`config.mk`:
```
export PLATFORM = sky130hd
export DESIGN_NAME = volt_tackle_control_flat
export DESIGN_NICKNAME = d
export VERILOG_FILES = /design/src/rtl/vt_pkg.sv /design/src/rtl/volt_tackle_control_if.sv /design/src/rtl/vt_watchdog.sv /design/src/rtl/volt_tackle_control.sv /design/src/flat_wrapper.sv
export SDC_FILE = /design/constraint.sdc
export NUM_CORES = 1
export LEC_CHECK = 0
export ABC_CLOCK_PERIOD_IN_PS = 1900
export CAP_MARGIN = 20
export CORE_MARGIN = 3
export CORE_UTILIZATION = 46
export DETAILED_ROUTE_END_ITERATION = 7
export PLACE_DENSITY = 0.8
export SLEW_MARGIN = 20
export SYNTH_ARGS = -nofsm -noshare
export SYNTH_HDL_FRONTEND = slang
export SYNTH_SLANG_ARGS = --single-unit
```
`constraint.sdc`:
```
create_clock -name clock -period 1.9 [get_ports clock]
set_clock_uncertainty 0.1 [all_clocks]
set_input_delay 0.38 -clock clock [delete_from_list [all_inputs] [get_ports clock]]
set_output_delay 0.38 -clock clock [all_outputs]
set_load 0.05 [all_outputs]
```
`src/rtl/vt_pkg.sv`:
```
// rtl/vt_pkg.sv - Volt Tackle sequencer state encodings, frame constants and Moore output decode
package vt_pkg;

    typedef logic [2:0] vt_state_t;

    localparam vt_state_t ST_IDLE   = 3'd0;
    localparam vt_state_t ST_DRAW_P = 3'd1;
    localparam vt_state_t ST_STEP   = 3'd2;
    localparam vt_state_t ST_WAIT_F = 3'd3;
    localparam vt_state_t ST_DRAW_M = 3'd4;
    localparam vt_state_t ST_HOLD   = 3'd5;
    localparam vt_state_t ST_FIN    = 3'd6;

    localparam int VT_SHIFT_FRAME = 50;
    localparam int VT_END_FRAME   = 60;

    typedef struct packed {
        logic enable_animate;
        logic enable_p_vt;
        logic draw_pika;
        logic draw_meowth;
        logic choose;
        logic plot;
        logic busy;
        logic done_move;
    } vt_out_t;

    // busy is low in FIN so it never overlaps the done_move pulse
    function automatic vt_out_t vt_decode(input vt_state_t s);
        vt_out_t o;
        o = '0;
        case (s)
            ST_DRAW_P: begin
                o.enable_animate = 1'b1;
                o.draw_pika      = 1'b1;
                o.plot           = 1'b1;
            end
            ST_STEP: begin
                o.enable_animate = 1'b1;
                o.enable_p_vt    = 1'b1;
            end
            ST_WAIT_F: o.enable_animate = 1'b1;
            ST_DRAW_M: begin
                o.enable_animate = 1'b1;
                o.draw_meowth    = 1'b1;
                o.plot           = 1'b1;
                o.choose         = 1'b1;
            end
            ST_HOLD: o.enable_animate = 1'b1;
            ST_FIN:  o.done_move      = 1'b1;
            default: o = '0;
        endcase
        o.busy = (s != ST_IDLE) && (s != ST_FIN);
        return o;
    endfunction

endpackage

```
`src/rtl/volt_tackle_control_if.sv`:
```
// rtl/volt_tackle_control_if.sv - control/status bundle between battle FSM, move datapath and sequencer
interface volt_tackle_control_if;
    logic       go;
    logic       abort;
    logic       done_pikachu_vt;
    logic       done_hurt_meowth;
    logic       done_animate_vt;
    logic       done_shift;
    logic       done_vt;
    logic       enable_animate;
    logic       enable_p_vt;
    logic       enable_draw_pika_vt;
    logic       enable_draw_hurt_meowth;
    logic       choose;
    logic       plot;
    logic       busy;
    logic       done_move;
    logic [5:0] frame_cnt;
    logic       err_timeout;

    modport master (
        output go, abort, done_pikachu_vt, done_hurt_meowth, done_animate_vt, done_shift, done_vt,
        input  enable_animate, enable_p_vt, enable_draw_pika_vt, enable_draw_hurt_meowth,
               choose, plot, busy, done_move, frame_cnt, err_timeout
    );

    modport slave (
        input  go, abort, done_pikachu_vt, done_hurt_meowth, done_animate_vt, done_shift, done_vt,
        output enable_animate, enable_p_vt, enable_draw_pika_vt, enable_draw_hurt_meowth,
               choose, plot, busy, done_move, frame_cnt, err_timeout
    );
endinterface

```
`src/rtl/vt_watchdog.sv`:
```
// rtl/vt_watchdog.sv - per-state timeout counter, built only with VT_WATCHDOG_EN
`ifdef VT_WATCHDOG_EN
module vt_watchdog #(
    parameter int CYCLES = 2000000,
    parameter int W      = 22
) (
    input  logic clock,
    input  logic reset_all,
    input  logic active,
    input  logic restart,
    output logic expired
);
    logic [W-1:0] cnt_q, cnt_d;

    always_comb begin
        cnt_d = cnt_q;
        if (restart || !active) cnt_d = '0;
        else                    cnt_d = cnt_q + 1'b1;
    end

    always_ff @(posedge clock or negedge reset_all) begin
        if (!reset_all) cnt_q <= '0;
        else            cnt_q <= cnt_d;
    end

    assign expired = active && (cnt_q == W'(CYCLES - 1));
endmodule
`endif

```
`src/rtl/volt_tackle_control.sv`:
```
// rtl/volt_tackle_control.sv - Volt Tackle move sequencer (pikachu redraw loop, meowth draw, hold, done)
// Optional per-state watchdog enabled by VT_WATCHDOG_EN.
module volt_tackle_control
    import vt_pkg::*;
#(
    parameter int WDOG_CYCLES = 2000000,
    parameter int WDOG_W      = 22
) (
    input logic                  clock,
    input logic                  reset_all,
    volt_tackle_control_if.slave vt
);
    vt_state_t  state_q, state_d;
    vt_out_t    out_q, out_d;
    logic [5:0] frame_cnt_q, frame_cnt_d;
    logic       shift_seen_q, shift_seen_d;
    logic       vt_seen_q, vt_seen_d;
    logic       wdog_expired;
    logic       start;

    if (WDOG_CYCLES >= 2**WDOG_W) begin : g_wdog_w_check
        $error("WDOG_W cannot hold WDOG_CYCLES");
    end

    assign start = (state_q == ST_IDLE) && vt.go && !vt.abort;

    always_comb begin
        state_d = state_q;
        case (state_q)
            ST_IDLE:   if (vt.go) state_d = ST_DRAW_P;
            ST_DRAW_P: if (vt.done_pikachu_vt) state_d = ST_STEP;
            ST_STEP:   state_d = ST_WAIT_F;
            ST_WAIT_F: if (vt.done_animate_vt)
                           state_d = (vt.done_shift || shift_seen_q) ? ST_DRAW_M : ST_DRAW_P;
            ST_DRAW_M: if (vt.done_hurt_meowth) state_d = ST_HOLD;
            ST_HOLD:   if (vt.done_vt || vt_seen_q) state_d = ST_FIN;
            ST_FIN:    state_d = ST_IDLE;
            default:   state_d = ST_IDLE;
        endcase
        if (vt.abort || wdog_expired) state_d = ST_IDLE;
    end

    // Early shift / end events are remembered so later states do not miss them
    always_comb begin
        shift_seen_d = shift_seen_q | vt.done_shift;
        vt_seen_d    = vt_seen_q | vt.done_vt;
        if (state_q == ST_IDLE) begin
            shift_seen_d = 1'b0;
            vt_seen_d    = 1'b0;
        end
    end

    always_comb begin
        frame_cnt_d = frame_cnt_q;
        if (start)
            frame_cnt_d = '0;
        else if (state_q == ST_STEP && frame_cnt_q != 6'h3f)
            frame_cnt_d = frame_cnt_q + 6'd1;
    end

    assign out_d = vt_decode(state_d);

    always_ff @(posedge clock or negedge reset_all) begin
        if (!reset_all) begin
            state_q      <= ST_IDLE;
            out_q        <= '0;
            frame_cnt_q  <= '0;
            shift_seen_q <= 1'b0;
            vt_seen_q    <= 1'b0;
        end else begin
            state_q      <= state_d;
            out_q        <= out_d;
            frame_cnt_q  <= frame_cnt_d;
            shift_seen_q <= shift_seen_d;
            vt_seen_q    <= vt_seen_d;
        end
    end

`ifdef VT_WATCHDOG_EN
    logic err_q, err_d;

    vt_watchdog #(
        .CYCLES (WDOG_CYCLES),
        .W      (WDOG_W)
    ) u_wdog (
        .clock     (clock),
        .reset_all (reset_all),
        .active    (state_q != ST_IDLE),
        .restart   (state_d != state_q),
        .expired   (wdog_expired)
    );

    always_comb begin
        err_d = err_q;
        if (start)             err_d = 1'b0;
        else if (wdog_expired) err_d = 1'b1;
    end

    always_ff @(posedge clock or negedge reset_all) begin
        if (!reset_all) err_q <= 1'b0;
        else            err_q <= err_d;
    end

    assign vt.err_timeout = err_q;
`else
    assign wdog_expired   = 1'b0;
    assign vt.err_timeout = 1'b0;
`endif

    assign vt.enable_animate          = out_q.enable_animate;
    assign vt.enable_p_vt             = out_q.enable_p_vt;
    assign vt.enable_draw_pika_vt     = out_q.draw_pika;
    assign vt.enable_draw_hurt_meowth = out_q.draw_meowth;
    assign vt.choose                  = out_q.choose;
    assign vt.plot                    = out_q.plot;
    assign vt.busy                    = out_q.busy;
    assign vt.done_move               = out_q.done_move;
    assign vt.frame_cnt               = frame_cnt_q;
endmodule
```
`src/flat_wrapper.sv`:
```
// flat-port wrapper written by rule: the top's interface ports become plain ports
module volt_tackle_control_flat import vt_pkg::*;
#(
    parameter int WDOG_CYCLES = 2000000,
    parameter int WDOG_W      = 22
)
  (clock, reset_all, vt_go, vt_abort, vt_done_pikachu_vt, vt_done_hurt_meowth, vt_done_animate_vt, vt_done_shift, vt_done_vt, vt_enable_animate, vt_enable_p_vt, vt_enable_draw_pika_vt, vt_enable_draw_hurt_meowth, vt_choose, vt_plot, vt_busy, vt_done_move, vt_frame_cnt, vt_err_timeout);
  volt_tackle_control_if vt_i ();
  input logic clock;
  input logic reset_all;
  input wire logic [$bits(vt_i.go)-1:0] vt_go;
  input wire logic [$bits(vt_i.abort)-1:0] vt_abort;
  input wire logic [$bits(vt_i.done_pikachu_vt)-1:0] vt_done_pikachu_vt;
  input wire logic [$bits(vt_i.done_hurt_meowth)-1:0] vt_done_hurt_meowth;
  input wire logic [$bits(vt_i.done_animate_vt)-1:0] vt_done_animate_vt;
  input wire logic [$bits(vt_i.done_shift)-1:0] vt_done_shift;
  input wire logic [$bits(vt_i.done_vt)-1:0] vt_done_vt;
  output wire logic [$bits(vt_i.enable_animate)-1:0] vt_enable_animate;
  output wire logic [$bits(vt_i.enable_p_vt)-1:0] vt_enable_p_vt;
  output wire logic [$bits(vt_i.enable_draw_pika_vt)-1:0] vt_enable_draw_pika_vt;
  output wire logic [$bits(vt_i.enable_draw_hurt_meowth)-1:0] vt_enable_draw_hurt_meowth;
  output wire logic [$bits(vt_i.choose)-1:0] vt_choose;
  output wire logic [$bits(vt_i.plot)-1:0] vt_plot;
  output wire logic [$bits(vt_i.busy)-1:0] vt_busy;
  output wire logic [$bits(vt_i.done_move)-1:0] vt_done_move;
  output wire logic [$bits(vt_i.frame_cnt)-1:0] vt_frame_cnt;
  output wire logic [$bits(vt_i.err_timeout)-1:0] vt_err_timeout;
  assign vt_i.go = vt_go;
  assign vt_i.abort = vt_abort;
  assign vt_i.done_pikachu_vt = vt_done_pikachu_vt;
  assign vt_i.done_hurt_meowth = vt_done_hurt_meowth;
  assign vt_i.done_animate_vt = vt_done_animate_vt;
  assign vt_i.done_shift = vt_done_shift;
  assign vt_i.done_vt = vt_done_vt;
  assign vt_enable_animate = vt_i.enable_animate;
  assign vt_enable_p_vt = vt_i.enable_p_vt;
  assign vt_enable_draw_pika_vt = vt_i.enable_draw_pika_vt;
  assign vt_enable_draw_hurt_meowth = vt_i.enable_draw_hurt_meowth;
  assign vt_choose = vt_i.choose;
  assign vt_plot = vt_i.plot;
  assign vt_busy = vt_i.busy;
  assign vt_done_move = vt_i.done_move;
  assign vt_frame_cnt = vt_i.frame_cnt;
  assign vt_err_timeout = vt_i.err_timeout;
  volt_tackle_control #(.WDOG_CYCLES(WDOG_CYCLES), .WDOG_W(WDOG_W)) u_core (.clock(clock), .reset_all(reset_all), .vt(vt_i));
endmodule
```
======== Word-level counts from Yosys, hierarchy flattened ========
Index checks and enable logic that the tools add are counted.
word-level totals
  bits in registers ....................... 19
  input bits .............................. 9
  output and inout bits ................... 15
  word-level logic and storage cells ...... 58
cells by class
  $add $sub $neg .......................... 1
  equal/unequal tests ..................... 13
  multiplexer cells ....................... 18
  bitwise gates (word level) .............. 2
  reduce and logical (&&, ||, !) cells .... 12
operators by type and width
  kind                                           count
  two-way mux 3 bit                              7
  case mux 3 bit (6 select lines)                1
  == test 3 bit, second input constant           5
  == test 3 x 2 -> 1 bit, second input constant  4
  two-way mux 6 bit                              2
  two-way mux 1 bit                              7
  adder 6 x 1 -> 6 bit, second input constant    1
  == test 3 x 1 -> 1 bit, second input constant  2
  inequality test 6 bit, second input constant   1
  OR reduction 5 bit                             1
  logical AND 1 bit                              4
  zero test 3 bit                                1
  inequality test 3 bit, second input constant   1
  nonzero test 3 bit                             1
  logical OR 1 bit                               2
  two-way mux 2 bit                              1
  bitwise OR 1 bit                               2
  nonzero test 2 bit                             1
  OR reduction 2 bit                             1
  zero test 1 bit                                1

======== Longest topological paths before layout ========
  depth after elaboration ................. 8
  depth in mapped cells ................... 5
  gate-level depth less buffers ........... 5

======== Least setup slack after synthesis ========
OpenSTA, ideal clock, no wires.
  kind .................................... register to register
  start point ............................. reg u_core.frame_cnt_q[0] (netlist: u_core.vt.frame_cnt[0])
  end point ............................... reg u_core.frame_cnt_q[5] (netlist: u_core.vt.frame_cnt[5])
  setup time .............................. 0.078 ns
  arrival ................................. 1.598 ns
  required time ........................... 1.722 ns
  setup slack ............................. 0.125 ns
  stages on the path, launching flop included .. 6
  buffers on the path ..................... 0
  period minus slack after synthesis ...... 1.775 ns
  cells stage by stage .................... dfrtp_1 -> ha_1 -> nand3_1 -> o211ai_1 -> or3_1 -> a21oi_1
on the way
  word-level cells in the longest chain between the ends .. 3
  elaborated cells between the ends (all ways) .. 6
  classes of those cells .................. add/sub (1); eq/ne (1); mux (2); reduce/logical (2)
RTL lines
  element                                                               RTL line                                              source
  start: declaration                                                    volt_tackle_control.sv:15                             logic [5:0] frame_cnt_q, frame_cnt_d;
  start signal: assignment                                              volt_tackle_control.sv:73                             frame_cnt_q <= frame_cnt_d;
  adder 6 x 1 -> 6 bit / inequality test 6 bit (equally long branches)  volt_tackle_control.sv:58, volt_tackle_control.sv:57
  two-way mux 6 bit / logical AND 1 bit (equally long branches)         volt_tackle_control.sv:57                             else if (state_q == ST_STEP && frame_cnt_q != 6'h3f)
  two-way mux 6 bit / nonzero test 2 bit (equally long branches)        -
Parallel ways exist; a longest one is shown, timed or not. The select of a mux whose other input is x is not followed.
A chain may end at the register's enable or synchronous reset.

==> run summary <==
outcome: finished, final reports clean
share of cells above drive strength 1: 25.2%
CTS Root Cell: clkbuf_4
CP arrival: 1930 ps
post-route cell area: 1160 um2
worst setup path endpoint: u_core.vt.plot
input/output buffers: 22
Filler cells: 140
Inserted Diodes: 0
Avg WL per Cell: 13.5 um
routability congestion estimate: 0.817
TritonCTS clock tree: built
Sink Count: 18
Area Growth Syn to Fin: 30.3%
Seq/Total Area, Yosys: 50.4%
Clock Latency Late Sink: 290 ps
Post-Syn Area: 893 um2
PwrDens: 871 nW/um2
kind of critical path: in2reg
max-slew violations: 0
dpl hpwl: 1440 um
LEAKAGE: 0.565 nW
crit path launch: vt_done_animate_vt
GR Util All Layers: 17.1%
Setup violations, final: 0
htree depth: 1
setup ws final: 88.2 ps
Num CTS Buffers: 3
drc violations: 0
CP Launch Type: primary input
top post-synthesis cells by area: dfrtp_1 (50%), nor2_1 (4.6%), xor2_1 (3.9%)
CTS Hold Bufs: 0
initial antenna violation count: 0
critical path required time: 2020 ps
clock-pin slew on the worst setup and hold paths: 100 ps
total gr overflow: 0
leading area contributor after synthesis: dfrtp_1
First DRT Iteration DRCs: 10
fin crit share: 95.4%
reg2reg path depth: 5
Yosys cell types: 36
reg2reg start: u_core.state_q[2]
Hold Slack: 306 ps
Vias/cell: 5.25
Core Box Area: 1780 um2
vias in the first global route: 755
fmax: 0.552 GHz
Fin. Hold Viols: 0
Yosys top cell area share: 50.4%
# Max-Cap Violations: 0
Layout Nets: 126
full die area: 2510 um2
RSZ-0062 raised after global routing: no
Post-Synthesis Cells: 88
Top Ports: 24
Post-Synthesis Mean Instance Area: 10.2 um2
DP Area: 1130 um2
r2r setup slk: 110 ps
via count: 735
Peak VDD IR: 0.000667 V
Std-Cell Rows: 15
Worst Hold Class: in2async
Synth Register Bits: 18
Post-Place Cells: 136
largest net degree at the start of global routing: 19
starting density of the core: 50.1%
Final Non-Filler Cells: 140
Critical Path End Type: register
Final ANT Viol Nets: 0
Pre-Repair DR Iteration Count: 4
post-layout min period: 1810 ps
first-pass GRT wire length: 3240 um
worst slack, placed: -252 ps
CTS resizes: 0
Die X: 50.1 um
Longest Clk Path Bufs: 2
Die Ht: 50.1 um
yosys warns: 0
post-CTS setup buffer count: 0
reg2reg end: u_core.vt.enable_p_vt
syn_nets: 98
Total Wirelength: 1890 um
worst-path fanout max: 3
[where the power goes]
group / internal, mW / switching, mW
Sequential: 0.423 / 0.0368
Combinational: 0.115 / 0.204
Clock: 0.117 / 0.119
Total: 0.655 / 0.359
[through the flow]
stage / setup TNS, ps / util (%) / total power, mW
after floorplan: 0 / - / 0.672
after global placement: -916 / 63.2 / 0.778
after detailed placement: -1100 / 63.2 / 0.786
after CTS: 0 / 65.3 / 1.02
after global routing: 0 / 65.3 / 1.07
final: 0 / 65.3 / 1.01
[logic make-up (layout without fill, tap and decap cells)]
| kind of cell | count (synthesis) | after routing | synth area share (%) |
|---|---|---|---|
| simple gates | 39 | 39 | 24.6 |
| flops | 18 | 18 | 50.4 |
| compound gates | 17 | 17 | 13.3 |
| buf+inv | 6 | 33 | 3.50 |
| xor+xnor | 4 | 4 | 3.92 |
| mux | 2 | 2 | 2.38 |
| fa+ha+maj | 1 | 1 | 1.40 |
| other cells | 1 | 1 | 0.420 |
[synthesized netlist by cell type]
cell / count
a211oi_2: 1
a21boi_1: 1
a21oi_1: 2
and2_1: 1
and3_1: 2
and3b_1: 3
buf_2: 1
buf_4: 2
clkbuf_1: 2
conb_1: 1
dfrtp_1: 18
ha_1: 1
inv_2: 1
mux2_2: 1
mux2i_1: 1
nand2_1: 3
nand2b_1: 1
nand3_1: 1
nand3b_1: 3
nor2_1: 11
nor2b_1: 2
nor3_1: 5
nor3b_2: 1
nor4_1: 2
o2111ai_1: 1
o211ai_1: 2
o21ai_0: 3
o21ai_1: 1
o21ba_2: 1
o21bai_1: 2
o22ai_1: 2
o31ai_1: 1
or2_1: 1
or3_1: 2
or4_1: 1
xor2_1: 4
[area by class of cell]
cell class / instances / area, um2 / area share [%]
clock buffers: 4 / 36.3 / 3.12
flip-flops and latches: 18 / 450 / 38.7
well taps: 25 / 31.3 / 2.69
multi-input cells: 64 / 412 / 35.4
inverters: 1 / 3.75 / 0.323
repair buffers: 28 / 230 / 19.8
[registers in the layout (all words and copies together) (netlist names)]
signal                         cells
u_core.vt.enable_p_vt              1
u_core.vt.busy                     1
u_core.vt_seen_q                   1
u_core.vt.plot                     1
u_core.state_q                     3
u_core.vt.enable_draw_pika_vt      1
u_core.vt.choose                   1
u_core.vt.frame_cnt                6
u_core.vt.done_move                1
u_core.vt.enable_animate           1
u_core.shift_seen_q                1
[cells in the final DEF (no fill, tap or decap)]
master / count
or3_1: 2
and3b_1: 3
o211ai_1: 2
nor2b_1: 2
and2_1: 1
or4_1: 1
and3_1: 2
ha_1: 1
buf_4: 20
a211oi_2: 1
o21ba_2: 1
o21ai_0: 3
inv_2: 1
nand3_1: 1
nand2_1: 3
clkdlybuf4s50_1: 8
nand2b_1: 1
nor3_1: 5
nor3b_2: 1
nor4_1: 2
clkbuf_4: 3
mux2i_1: 1
o21ai_1: 1
o21bai_1: 2
o2111ai_1: 1
nand3b_1: 3
dfrtp_1: 18
a21boi_1: 1
or2_1: 1
clkbuf_8: 1
mux2_2: 1
nor2_1: 11
conb_1: 1
xor2_1: 4
o22ai_1: 2
o31ai_1: 1
a21oi_1: 2
[worst min-delay path by stage]
| stage | slack (ps) | startpoint | to | cells after the start |
|---|---|---|---|---|
| 5_1_grt | 330 | reset_all | u_core.vt.enable_p_vt | 2 |
| 3_5_place_dp | 420 | u_core.vt_seen_q | u_core.vt_seen_q | 2 |
| 2_1_floorplan | -20 | reset_all | u_core.shift_seen_q | 0 |
| 3_3_place_gp | 400 | u_core.vt_seen_q | u_core.vt_seen_q | 2 |
| 4_1_cts | 310 | reset_all | u_core.vt.frame_cnt[2] | 2 |
| 6_report | 310 | reset_all | u_core.vt.frame_cnt[1] | 2 |
[metal layers]
metal / vias to the layer above / global-route usage [%] / wire (um)
met5: - / 0 / 0
met4: 0 / 6.91 / 24
met3: 2 / 3.02 / 75
met2: 16 / 31.5 / 996
met1: 353 / 18.9 / 797
li1: 364 / - / -
[critical path: stages]
cell             delay [ps]
clkdlybuf4s50_1         510
o2111ai_1               140
mux2_2                  300
or4_1                   410
a211oi_2                190
(Power assumes the default switching activity.)
